File: src/rtl/instruction_fetch_unit_pkg.sv
// Shared constants and types for the fetch stage: word/address geometry, opcode field,
// FSM states and the {pc, word} queue entry.
package instruction_fetch_unit_pkg;

  localparam int WORD_SIZE   = 19;
  localparam int ADDR_W      = 10;
  localparam int OPC_HI      = 18;
  localparam int OPC_LO      = 14;
  localparam int OPC_W       = OPC_HI - OPC_LO + 1;
  localparam int QUEUE_DEPTH = 2;
  localparam int CNT_W       = 2;

  localparam logic [ADDR_W-1:0] RESET_VECTOR = '0;
  localparam logic [OPC_W-1:0]  OP_HALT      = 5'b11111;

  typedef enum logic [1:0] {
    IDLE   = 2'd0,
    FETCH  = 2'd1,
    HALTED = 2'd2
  } fetch_state_t;

  typedef struct packed {
    logic [ADDR_W-1:0]    pc;
    logic [WORD_SIZE-1:0] word;
  } fetch_entry_t;

  function automatic logic is_halt(input logic [OPC_W-1:0] opcode);
    return opcode == OP_HALT;
  endfunction

endpackage

File: src/rtl/instruction_fetch_unit_if.sv
// Fetch-stage bundle: control inputs, instruction-memory read port and decode valid/ready.
// master is the fetch unit's view, slave is the surrounding pipeline/memory view.
interface instruction_fetch_unit_if
  import instruction_fetch_unit_pkg::*;
();

  logic                 run;
  logic                 redirect_valid;
  logic [ADDR_W-1:0]    redirect_addr;
  logic                 mem_rd_en;
  logic [ADDR_W-1:0]    mem_addr;
  logic [WORD_SIZE-1:0] mem_instruction;
  logic                 instr_valid;
  logic                 instr_ready;
  logic [WORD_SIZE-1:0] instr_out;
  logic [ADDR_W-1:0]    instr_pc;
  logic                 halted;

  modport master (
    input  run, redirect_valid, redirect_addr, mem_instruction, instr_ready,
    output mem_rd_en, mem_addr, instr_valid, instr_out, instr_pc, halted
  );

  modport slave (
    output run, redirect_valid, redirect_addr, mem_instruction, instr_ready,
    input  mem_rd_en, mem_addr, instr_valid, instr_out, instr_pc, halted
  );

endinterface

File: src/rtl/instruction_fetch_unit_fetch_queue.sv
// Two-entry {pc, word} FIFO: registered write, combinational head, 0-cycle read; flush empties it.
// A push into a full queue is taken only together with a pop in the same cycle.
module fetch_queue
  import instruction_fetch_unit_pkg::*;
(
  input  logic             CLK,
  input  logic             RESET_N,
  input  logic             flush,
  input  logic             wr_en,
  input  fetch_entry_t     wr_data,
  input  logic             rd_en,
  output fetch_entry_t     rd_data,
  output logic             full,
  output logic             empty,
  output logic [CNT_W-1:0] count
);

  fetch_entry_t     slots [QUEUE_DEPTH];
  logic             wr_ptr;
  logic             rd_ptr;
  logic             do_wr;
  logic             do_rd;
  logic [CNT_W-1:0] cnt;

  assign empty   = (cnt == '0);
  assign full    = (cnt == CNT_W'(QUEUE_DEPTH));
  assign count   = cnt;
  assign rd_data = slots[rd_ptr];
  assign do_rd   = rd_en && !empty;
  assign do_wr   = wr_en && (!full || do_rd);

  always_ff @(posedge CLK or negedge RESET_N) begin
    if (!RESET_N) begin
      for (int i = 0; i < QUEUE_DEPTH; i++) begin
        slots[i] <= '0;
      end
      wr_ptr <= 1'b0;
      rd_ptr <= 1'b0;
      cnt    <= '0;
    end else if (flush) begin
      wr_ptr <= 1'b0;
      rd_ptr <= 1'b0;
      cnt    <= '0;
    end else begin
      // At full the write slot is the head being popped, so overwriting it is safe.
      if (do_wr) begin
        slots[wr_ptr] <= wr_data;
        wr_ptr        <= ~wr_ptr;
      end
      if (do_rd) begin
        rd_ptr <= ~rd_ptr;
      end
      cnt <= cnt + {1'b0, do_wr} - {1'b0, do_rd};
    end
  end

endmodule

File: src/rtl/instruction_fetch_unit.sv
// Fetch stage: owns the PC, issues 1-cycle-latency memory reads, queues words for decode;
// issue-to-valid is 2 cycles, and reads are only issued when the 2-entry queue has credit.
module instruction_fetch_unit
  import instruction_fetch_unit_pkg::*;
(
  input  logic                     CLK,
  input  logic                     RESET_N,
  instruction_fetch_unit_if.master fif
);

  fetch_state_t      state;
  fetch_state_t      state_nxt;
  logic [ADDR_W-1:0] pc;
  logic [ADDR_W-1:0] pc_nxt;
  logic [ADDR_W-1:0] infl_pc;
  logic              inflight;

  logic              issue;
  logic              enq;
  logic              deq;
  logic              halt_hit;
  logic              credit_ok;
  logic [CNT_W-1:0]  occ;

  logic              q_full;
  logic              q_empty;
  logic [CNT_W-1:0]  q_count;
  fetch_entry_t      q_head;
  fetch_entry_t      q_wr;

  // Datapath: handshake, credit check, issue and response capture.
  always_comb begin
    deq  = !q_empty && !fif.redirect_valid && fif.instr_ready;
    // Occupancy net of this cycle's pop, so a steady ready=1 stream sustains one read per cycle.
    occ  = q_count - {{(CNT_W-1){1'b0}}, deq};
    credit_ok = inflight ? (occ == '0) : !(q_full && !deq);
    issue = (state == FETCH) && !fif.redirect_valid && credit_ok;
    // Words returning after a HALT has been queued are past the end of the program.
    enq  = inflight && !fif.redirect_valid && (state != HALTED);
    q_wr = '{pc: infl_pc, word: fif.mem_instruction};
    halt_hit = enq && is_halt(fif.mem_instruction[OPC_HI:OPC_LO]);
  end

  // Next state and next PC; a redirect overrides every other event.
  always_comb begin
    state_nxt = state;
    pc_nxt    = pc;

    if (fif.redirect_valid) begin
      pc_nxt = fif.redirect_addr;
    end else if (issue) begin
      pc_nxt = pc + ADDR_W'(1);
    end

    case (state)
      IDLE: begin
        // A HALT captured from the last read issued before run dropped still halts.
        if (halt_hit) begin
          state_nxt = HALTED;
        end else if (fif.run) begin
          state_nxt = FETCH;
        end
      end
      FETCH: begin
        if (fif.redirect_valid) begin
          state_nxt = fif.run ? FETCH : IDLE;
        end else if (halt_hit) begin
          state_nxt = HALTED;
        end else if (!fif.run) begin
          state_nxt = IDLE;
        end
      end
      HALTED: begin
        if (fif.redirect_valid) begin
          state_nxt = FETCH;
        end
      end
      default: begin
        state_nxt = IDLE;
      end
    endcase
  end

  always_ff @(posedge CLK or negedge RESET_N) begin
    if (!RESET_N) begin
      state    <= IDLE;
      pc       <= RESET_VECTOR;
      inflight <= 1'b0;
      infl_pc  <= '0;
    end else begin
      state    <= state_nxt;
      pc       <= pc_nxt;
      // A redirect suppresses issue, which also kills any response still outstanding.
      inflight <= issue;
      if (issue) begin
        infl_pc <= pc;
      end
    end
  end

  fetch_queue u_queue (
    .CLK     (CLK),
    .RESET_N (RESET_N),
    .flush   (fif.redirect_valid),
    .wr_en   (enq),
    .wr_data (q_wr),
    .rd_en   (deq),
    .rd_data (q_head),
    .full    (q_full),
    .empty   (q_empty),
    .count   (q_count)
  );

  assign fif.mem_rd_en   = issue;
  assign fif.mem_addr    = issue ? pc : '0;
  assign fif.instr_valid = !q_empty && !fif.redirect_valid;
  assign fif.instr_out   = q_head.word;
  assign fif.instr_pc    = q_head.pc;
  assign fif.halted      = (state == HALTED);

endmodule

File: src/flat_wrapper.sv
// flat-port wrapper written by rule: the top's interface ports become plain ports
module instruction_fetch_unit_flat import instruction_fetch_unit_pkg::*;
  (CLK, RESET_N, fif_run, fif_redirect_valid, fif_redirect_addr, fif_mem_instruction, fif_instr_ready, fif_mem_rd_en, fif_mem_addr, fif_instr_valid, fif_instr_out, fif_instr_pc, fif_halted);
  instruction_fetch_unit_if fif_i ();
  input  logic CLK;
  input  logic RESET_N;
  input wire logic [$bits(fif_i.run)-1:0] fif_run;
  input wire logic [$bits(fif_i.redirect_valid)-1:0] fif_redirect_valid;
  input wire logic [$bits(fif_i.redirect_addr)-1:0] fif_redirect_addr;
  input wire logic [$bits(fif_i.mem_instruction)-1:0] fif_mem_instruction;
  input wire logic [$bits(fif_i.instr_ready)-1:0] fif_instr_ready;
  output wire logic [$bits(fif_i.mem_rd_en)-1:0] fif_mem_rd_en;
  output wire logic [$bits(fif_i.mem_addr)-1:0] fif_mem_addr;
  output wire logic [$bits(fif_i.instr_valid)-1:0] fif_instr_valid;
  output wire logic [$bits(fif_i.instr_out)-1:0] fif_instr_out;
  output wire logic [$bits(fif_i.instr_pc)-1:0] fif_instr_pc;
  output wire logic [$bits(fif_i.halted)-1:0] fif_halted;
  assign fif_i.run = fif_run;
  assign fif_i.redirect_valid = fif_redirect_valid;
  assign fif_i.redirect_addr = fif_redirect_addr;
  assign fif_i.mem_instruction = fif_mem_instruction;
  assign fif_i.instr_ready = fif_instr_ready;
  assign fif_mem_rd_en = fif_i.mem_rd_en;
  assign fif_mem_addr = fif_i.mem_addr;
  assign fif_instr_valid = fif_i.instr_valid;
  assign fif_instr_out = fif_i.instr_out;
  assign fif_instr_pc = fif_i.instr_pc;
  assign fif_halted = fif_i.halted;
  instruction_fetch_unit u_core (.CLK(CLK), .RESET_N(RESET_N), .fif(fif_i));
endmodule
File: config.mk
export PLATFORM = sky130hd
export DESIGN_NAME = instruction_fetch_unit_flat
export DESIGN_NICKNAME = d
export VERILOG_FILES = /design/src/rtl/instruction_fetch_unit_pkg.sv /design/src/rtl/instruction_fetch_unit_if.sv /design/src/rtl/instruction_fetch_unit_fetch_queue.sv /design/src/rtl/instruction_fetch_unit.sv /design/src/flat_wrapper.sv
export SDC_FILE = /design/constraint.sdc
export NUM_CORES = 1
export LEC_CHECK = 0
export CAP_MARGIN = 20
export CORE_UTILIZATION = 55
export CTS_BUF_LIST = sky130_fd_sc_hd__clkbuf_16
export DETAILED_ROUTE_END_ITERATION = 10
export GPL_TIMING_DRIVEN = 0
export PLACE_DENSITY = 0.84
export SYNTH_ARGS = -nofsm -noshare
export SYNTH_HDL_FRONTEND = slang
export SYNTH_SLANG_ARGS = --single-unit
export TNS_END_PERCENT = 50
File: constraint.sdc
create_clock -name CLK -period 4.9 [get_ports CLK]
set_clock_uncertainty 0.1 [all_clocks]
set_input_delay 0.735 -clock CLK [delete_from_list [all_inputs] [get_ports CLK]]
set_output_delay 0.735 -clock CLK [all_outputs]
set_load 0.02 [all_outputs]
==> results.sh, run 1 <==
export IMPL_grt_total_usage_pct=24.1
export IMPL_critical_path_class="primary input to primary output"
export IMPL_drv_slew=0
export IMPL_nets=414
export IMPL_startpoint_type="primary input"
export IMPL_status="finished clean"
export IMPL_grt_max_degree=49
export IMPL_end_kind="primary output"
export IMPL_crit_arrival_ns=3.03
export IMPL_antenna_cells=0
export IMPL_tns_ns=0
export IMPL_clkSlewWorstSetupHoldPaths_ns=0.06
export IMPL_routed_wl_um=8410
export IMPL_required_ns=4.07
export IMPL_finalCriticalPeriod_ns=3.87
export IMPL_num_vias=2691
export IMPL_numPortBuffers=74
export IMPL_drc=0
export IMPL_grt_first_pass_wirelength_um=13800
export IMPL_dr_pass1_iters=4
export IMPL_synth_cells=291
export IMPL_ys_flop_type="dfrtp_1"
export IMPL_path_cells="clkdlybuf4s50_1, nor2b_1, a221oi_4, buf_6, buf_2, and2_1, clkdlybuf4s50_1"
export IMPL_critPathMostFrequentCell="clkdlybuf4s50_1"
export IMPL_die_height_um=87.0
export IMPL_nFillCells=462
export IMPL_drtAntennaViolNets=0
export IMPL_finalWeightedCongestion=0.869
export IMPL_dieArea_um2=7570
export IMPL_io_pins=76
export IMPL_syn_nets=328
export IMPL_overflow=0
export IMPL_async_flop_share_pct=100
export IMPL_clkLatencyLatePin_ns=0.33
export IMPL_ir_drop_uv=244
export IMPL_post_route_period_util_pct=78.9
export IMPL_worst_pin_slew_ns=0.639
export IMPL_synth_cell_types=33
export IMPL_rows=30
export IMPL_core_area_um2=6870
export IMPL_rsz0062_at_grt="no"
export IMPL_htreeDepth=3
export IMPL_post_cts_setup_buffer_count=0
export IMPL_cts_hold_buf=0
export IMPL_timing_fmax_mhz=259
export IMPL_cts_sinks=85
export IMPL_place_area_um2=4860
export IMPL_ys_ff_latch=85
export IMPL_start_util_pct=57.8
export IMPL_yosysSeqAreaShare_pct=53.5
export IMPL_final_hold_viol_count=0
export IMPL_power_density_nw_per_um2=489
export IMPL_grt_pass1_vias=2815
export IMPL_hold_class="primary input to asynchronous set/reset pin"
export IMPL_clockBufferDepth=2
export IMPL_cts_buffers=9
export IMPL_drt_iter0_markers=105
export IMPL_cts_resized=0
export IMPL_power_leakage_nw=2.23
export IMPL_maxCapViolations=0
export IMPL_layout_drive_gt1_share_pct=34.8
export IMPL_fp_dieW_um=87.0
export IMPL_root_buffer="clkbuf_16"
export IMPL_dpl_hpwl_um=5800
export IMPL_slew_limit_headroom_pct=57.4
export IMPL_synth_edff_count=0
export IMPL_postLayoutCellArea_um2=5130
export IMPL_syn_area_um2=3970
export IMPL_area_growth_pct=29.2
export IMPL_viasPerCell=5.63
export IMPL_cts_tree="built"
export IMPL_yosys_warnings=0
export IMPL_post_drt_wl_per_cell_um=17.6
export IMPL_avgSynthCellArea_um2=13.7
export IMPL_critPathSlowestCell="clkdlybuf4s50_1"
export IMPL_cp_max_fo=11
export IMPL_critPathMaxStageDelay_ns=0.61
export IMPL_antenna_found_initial=0
export IMPL_finalSetupViolCount=0
## power breakdown
part,internal (mW),switching (mW)
clock network,0.344,0.275
registers,0.921,0.127
logic,0.489,0.356
## cell families after synthesis
logic type | share of synthesized area [%]
compound gates | 4.00
xor+xnor | 0.882
fa+ha+maj | 0.945
buf+inv | 3.21
flops | 53.5
mux | 30.2
simple gates | 7.21
## final timing paths
kind,cells after the start,startpoint,slack [ns],endpoint
worst min register to register,1,u_core.u_queue.slots[27]$_DFFE_PN0P_,0.40,u_core.u_queue.slots[27]$_DFFE_PN0P_
worst min-delay path,1,RESET_N,0.26,u_core.u_queue.slots[1]$_DFFE_PN0P_
worst max register to register,5,u_core.state[1]$_DFFE_PN0P_,2.72,u_core.pc[7]$_DFFE_PN0P_
worst max-delay path,7,fif_instr_ready,1.03,fif_mem_addr[3]
max in group asynchronous,2,RESET_N,3.83,u_core.u_queue.slots[25]$_DFFE_PN0P_
min in group CLK,1,u_core.u_queue.slots[27]$_DFFE_PN0P_,0.40,u_core.u_queue.slots[27]$_DFFE_PN0P_
## flip-flops by register name (all words and copies together) (netlist names)
signal	flops
u_core.infl_pc	10
u_core.state	2
u_core.u_queue.count	2
u_core.u_queue.slots	58
u_core.pc	10
u_core.u_queue.wr_ptr	1
u_core.inflight	1
u_core.u_queue.rd_ptr	1
## stage by stage
stage | setup WS, ns | cells | util [%] | hold slack, ns | power [mW]
floorplan | 1.92 | 291 | - | 0.339 | 1.55
global placement | 0.0306 | 461 | 70.4 | 0.381 | 1.86
detailed placement | 1.09 | 462 | 70.7 | 0.387 | 1.90
CTS | 1.04 | 478 | 74.7 | 0.276 | 2.53
global route | 0.935 | 478 | 74.7 | 0.301 | 2.64
finish | 1.03 | 478 | 74.7 | 0.264 | 2.51
## worst max-delay path: cells and delay by family
kind            cells  cell delay [ns]
buf+inv             4             1.60
compound gates      1             0.43
simple gates        2             0.27
## synth_stat cells (2+ instances only)
cell	instances	area share [%]
nor2_1	10	0.94
buf_4	2	0.38
nand2_1	6	0.57
buf_1	3	0.28
and2_1	11	1.7
a32oi_1	2	0.44
nor2b_1	2	0.31
nor3b_1	4	0.76
nand2b_1	3	0.47
mux2i_1	4	1.0
mux2_2	103	29
o21ai_0	4	0.50
nand3_1	5	0.63
dfrtp_1	85	54
a221o_1	6	1.5
clkbuf_1	2	0.19
ha_1	3	0.94
xnor2_1	3	0.66
buf_6	3	0.85
and3_1	5	0.79
buf_2	6	0.76
inv_1	8	0.76
## layer usage
metal / track usage (%) / routed length (µm) / up-vias
li1: - / - / 1222
met1: 30.0 / 3640 / 1360
met2: 41.4 / 4160 / 98
met3: 5.12 / 488 / 11
met4: 9.09 / 125 / 0
met5: 0 / 0 / -
## placed cells by master (no fill, tap or decap), drive strengths merged
cell,instances
xor2,1
o21bai,1
mux2i,4
nor3,1
nor2b,2
nor4b,1
nand2,6
dfrtp,85
o2111ai,1
clkdlybuf4s50,73
a32oi,2
a221o,6
clkinv,5
nor2,10
or3b,1
and3,5
and3b,1
or2,1
ha,3
nand2b,3
and2,11
o211ai,1
clkbuf,11
a221oi,1
inv,9
clkinvlp,1
mux2,103
nor3b,4
buf,16
nand3,5
o21ai,5
xnor2,3
## final cells by class
| cell class | instances | area, µm² | area share (%) |
|---|---|---|---|
| sequential | 85 | 2130 | 41.4 |
| multi-input combinational | 182 | 1720 | 33.5 |
| timing repair buffer | 75 | 766 | 14.9 |
| clock buffer | 9 | 225 | 4.39 |
| tap | 96 | 120 | 2.34 |
| buffer | 16 | 97.6 | 1.90 |
| clock inverter | 7 | 50.0 | 0.975 |
| inverter | 8 | 30.0 | 0.585 |
(Power assumes the default switching activity.)
==> run 2, diff against run 1 <==
--- a/config.mk
+++ b/config.mk
@@ -6,11 +6,11 @@
 export NUM_CORES = 1
 export LEC_CHECK = 0
 export CAP_MARGIN = 20
-export CORE_UTILIZATION = 55
+export CORE_UTILIZATION = 52
 export CTS_BUF_LIST = sky130_fd_sc_hd__clkbuf_16
 export DETAILED_ROUTE_END_ITERATION = 10
 export GPL_TIMING_DRIVEN = 0
-export PLACE_DENSITY = 0.84
+export PLACE_DENSITY = 0.8
 export SYNTH_ARGS = -nofsm -noshare
 export SYNTH_HDL_FRONTEND = slang
 export SYNTH_SLANG_ARGS = --single-unit
==> constraint.sdc (replaced) <==
create_clock -name CLK -period 3.8 [get_ports CLK]
set_clock_uncertainty 0.1 [all_clocks]
set_input_delay 0.57 -clock CLK [delete_from_list [all_inputs] [get_ports CLK]]
set_output_delay 0.57 -clock CLK [all_outputs]
set_load 0.02 [all_outputs]
==> run 2 against run 1 <==
Net effect:
- sequential cell count stayed put
- power is 27% higher
- worst setup slack worse by 0.75 ns
- largest power group unchanged
- global-route usage is 2.5 points lower
- die area is 5.6% higher
==> results.sh, run 2 (synthesized netlist as in run 1, its figures left out) <==
export IMPL_dpl_hpwl_um=5520
export IMPL_postLayoutCellArea_um2=5120
export IMPL_numPortBuffers=74
export IMPL_root_buffer="clkbuf_16"
export IMPL_num_vias=2585
export IMPL_power_density_nw_per_um2=623
export IMPL_power_leakage_nw=2.23
export IMPL_finalWeightedCongestion=0.816
export IMPL_startpoint_type="primary input"
export IMPL_grt_first_pass_wirelength_um=12700
export IMPL_cp_max_fo=11
export IMPL_viasPerCell=5.39
export IMPL_internal_power_mw=2.25
export IMPL_final_common_cell="mux2_2"
export IMPL_dieArea_um2=7990
export IMPL_overflow=0
export IMPL_core_area_um2=7330
export IMPL_layout_common_cells="mux2_2 (103), dfrtp_1 (85), clkdlybuf4s50_1 (73)"
export IMPL_fp_dieW_um=89.4
export IMPL_cts_sinks=85
export IMPL_drt_iter0_markers=59
export IMPL_nFillCells=502
export IMPL_antenna_found_initial=0
export IMPL_start_util_pct=54.2
export IMPL_layout_drive_gt1_share_pct=34.6
export IMPL_top_register="u_core.u_queue.slots"
export IMPL_clkSlewWorstSetupHoldPaths_ns=0.06
export IMPL_grt_total_usage_pct=21.6
export IMPL_nets=414
export IMPL_post_place_cells=465
export IMPL_finalCriticalPeriod_ns=3.51
export IMPL_cts_tree="built"
export IMPL_end_kind="primary output"
export IMPL_p_switching_mw=0.942
export IMPL_grt_pass1_vias=2655
export IMPL_grt_max_degree=52
export IMPL_routed_wl_um=8200
export IMPL_antenna_cells=0
export IMPL_largest_reg_flops=58
export IMPL_final_hold_viol_count=0
export IMPL_post_route_period_util_pct=92.4
export IMPL_fin_ws_ns=0.287
export IMPL_status="finished clean"
export IMPL_drc=0
export IMPL_cts_buffers=9
export IMPL_drtAntennaViolNets=0
export IMPL_critical_path_class="primary input to primary output"
export IMPL_power_mw=3.19
export IMPL_sw_frac_of_total_pct=29.5
export IMPL_cts_hold_buf=0
export IMPL_post_cts_setup_buffer_count=0
export IMPL_maxCapViolations=0
export IMPL_seq_power_share_pct=42.1
export IMPL_clockBufferDepth=2
export IMPL_combPwrFrac_pct=33.9
export IMPL_crit_arrival_ns=2.84
export IMPL_ir_drop_uv=375
export IMPL_drv_slew=0
export IMPL_rows=31
export IMPL_worst_pin_slew_ns=0.664
export IMPL_post_drt_wl_per_cell_um=17.1
export IMPL_place_area_um2=4860
export IMPL_required_ns=3.13
export IMPL_pre_cts_slack_ns=0.308
export IMPL_hold_class="primary input to asynchronous set/reset pin"
export IMPL_finalSetupViolCount=0
export IMPL_clkLatencyLatePin_ns=0.32
export IMPL_slew_limit_headroom_pct=55.7
export IMPL_cts_resized=0
export IMPL_die_height_um=89.4
export IMPL_io_pins=76
export IMPL_timing_fmax_mhz=285
export IMPL_htreeDepth=3
export IMPL_instances_no_fill=480
export IMPL_largestRegisters="u_core.u_queue.slots x58, u_core.infl_pc x10, u_core.pc x10"
export IMPL_pwr_share_clk_pct=24.0
export IMPL_rsz0062_at_grt="no"
export IMPL_area_growth_pct=28.9
export IMPL_dr_pass1_iters=4
run 2: cell count changes in the layout (fill, tap and decap cells not counted), sizes merged:
cell	delta
clkinv	-2
inv	+1
run 2: path summary, 6_finish.rpt:
path / from / to / slack [ns] / depth (start not counted)
setup / recovery: fif_instr_ready / fif_mem_addr[2] / 0.29 / 7
hold / removal: RESET_N / u_core.u_queue.slots[32]$_DFFE_PN0P_ / 0.10 / 1
setup reg to reg: u_core.u_queue.count[0]$_DFF_PN0_ / u_core.u_queue.slots[49]$_DFFE_PN0P_ / 1.59 / 6
hold reg to reg: u_core.u_queue.slots[0]$_DFFE_PN0P_ / u_core.u_queue.slots[0]$_DFFE_PN0P_ / 0.40 / 1
max in group asynchronous: RESET_N / u_core.pc[2]$_DFFE_PN0P_ / 2.90 / 2
min in group CLK: u_core.u_queue.slots[0]$_DFFE_PN0P_ / u_core.u_queue.slots[0]$_DFFE_PN0P_ / 0.40 / 1
run 2: layout make-up:
type	instances	area, µm²	area share (%)
well taps	99	124	2.42
clock inverters	6	33.8	0.660
multi-input cells	182	1720	33.5
flip-flops and latches	85	2130	41.5
inverters	8	30.0	0.586
plain buffers	16	97.6	1.91
clock buffers	9	225	4.40
repair buffers	75	766	15.0
run 2: critical path, stage by stage:
cell and delay (ns):
clkdlybuf4s50_1 0.54, nor2b_1 0.09, a221oi_4 0.42, buf_6 0.21
buf_2 0.24, and2_1 0.17, clkdlybuf4s50_1 0.60
run 2: metrics by stage:
step	setup TNS (ns)	hold slack, ns	utilization (%)
6_report	0	0.101	69.9
5_1_grt	0	0.137	69.9
4_1_cts	0	0.118	69.9
3_5_place_dp	0	0.389	66.3
3_3_place_gp	-80.60	0.381	66.0
2_1_floorplan	0	0.174	-
run 2: power by group through the flow:
| stage | registers, mW | clock network [mW] | logic, mW |
|---|---|---|---|
| finish | 1.34 | 0.767 | 1.08 |
| CTS | 1.34 | 0.776 | 1.09 |
| global placement | 1.34 | 0 | 1.06 |
| detailed placement | 1.36 | 0 | 1.09 |
| floorplan | 1.31 | 0 | 0.692 |
| global route | 1.38 | 0.813 | 1.16 |
run 2: routing by layer:
layer / vias up / global-route usage (%) / part of all wire (%)
met4: 0 / 7.79 / 1.8
met2: 75 / 35.7 / 47
met5: - / 0 / 0
met1: 1288 / 28.2 / 46
met3: 13 / 4.99 / 5.2
li1: 1209 / - / -
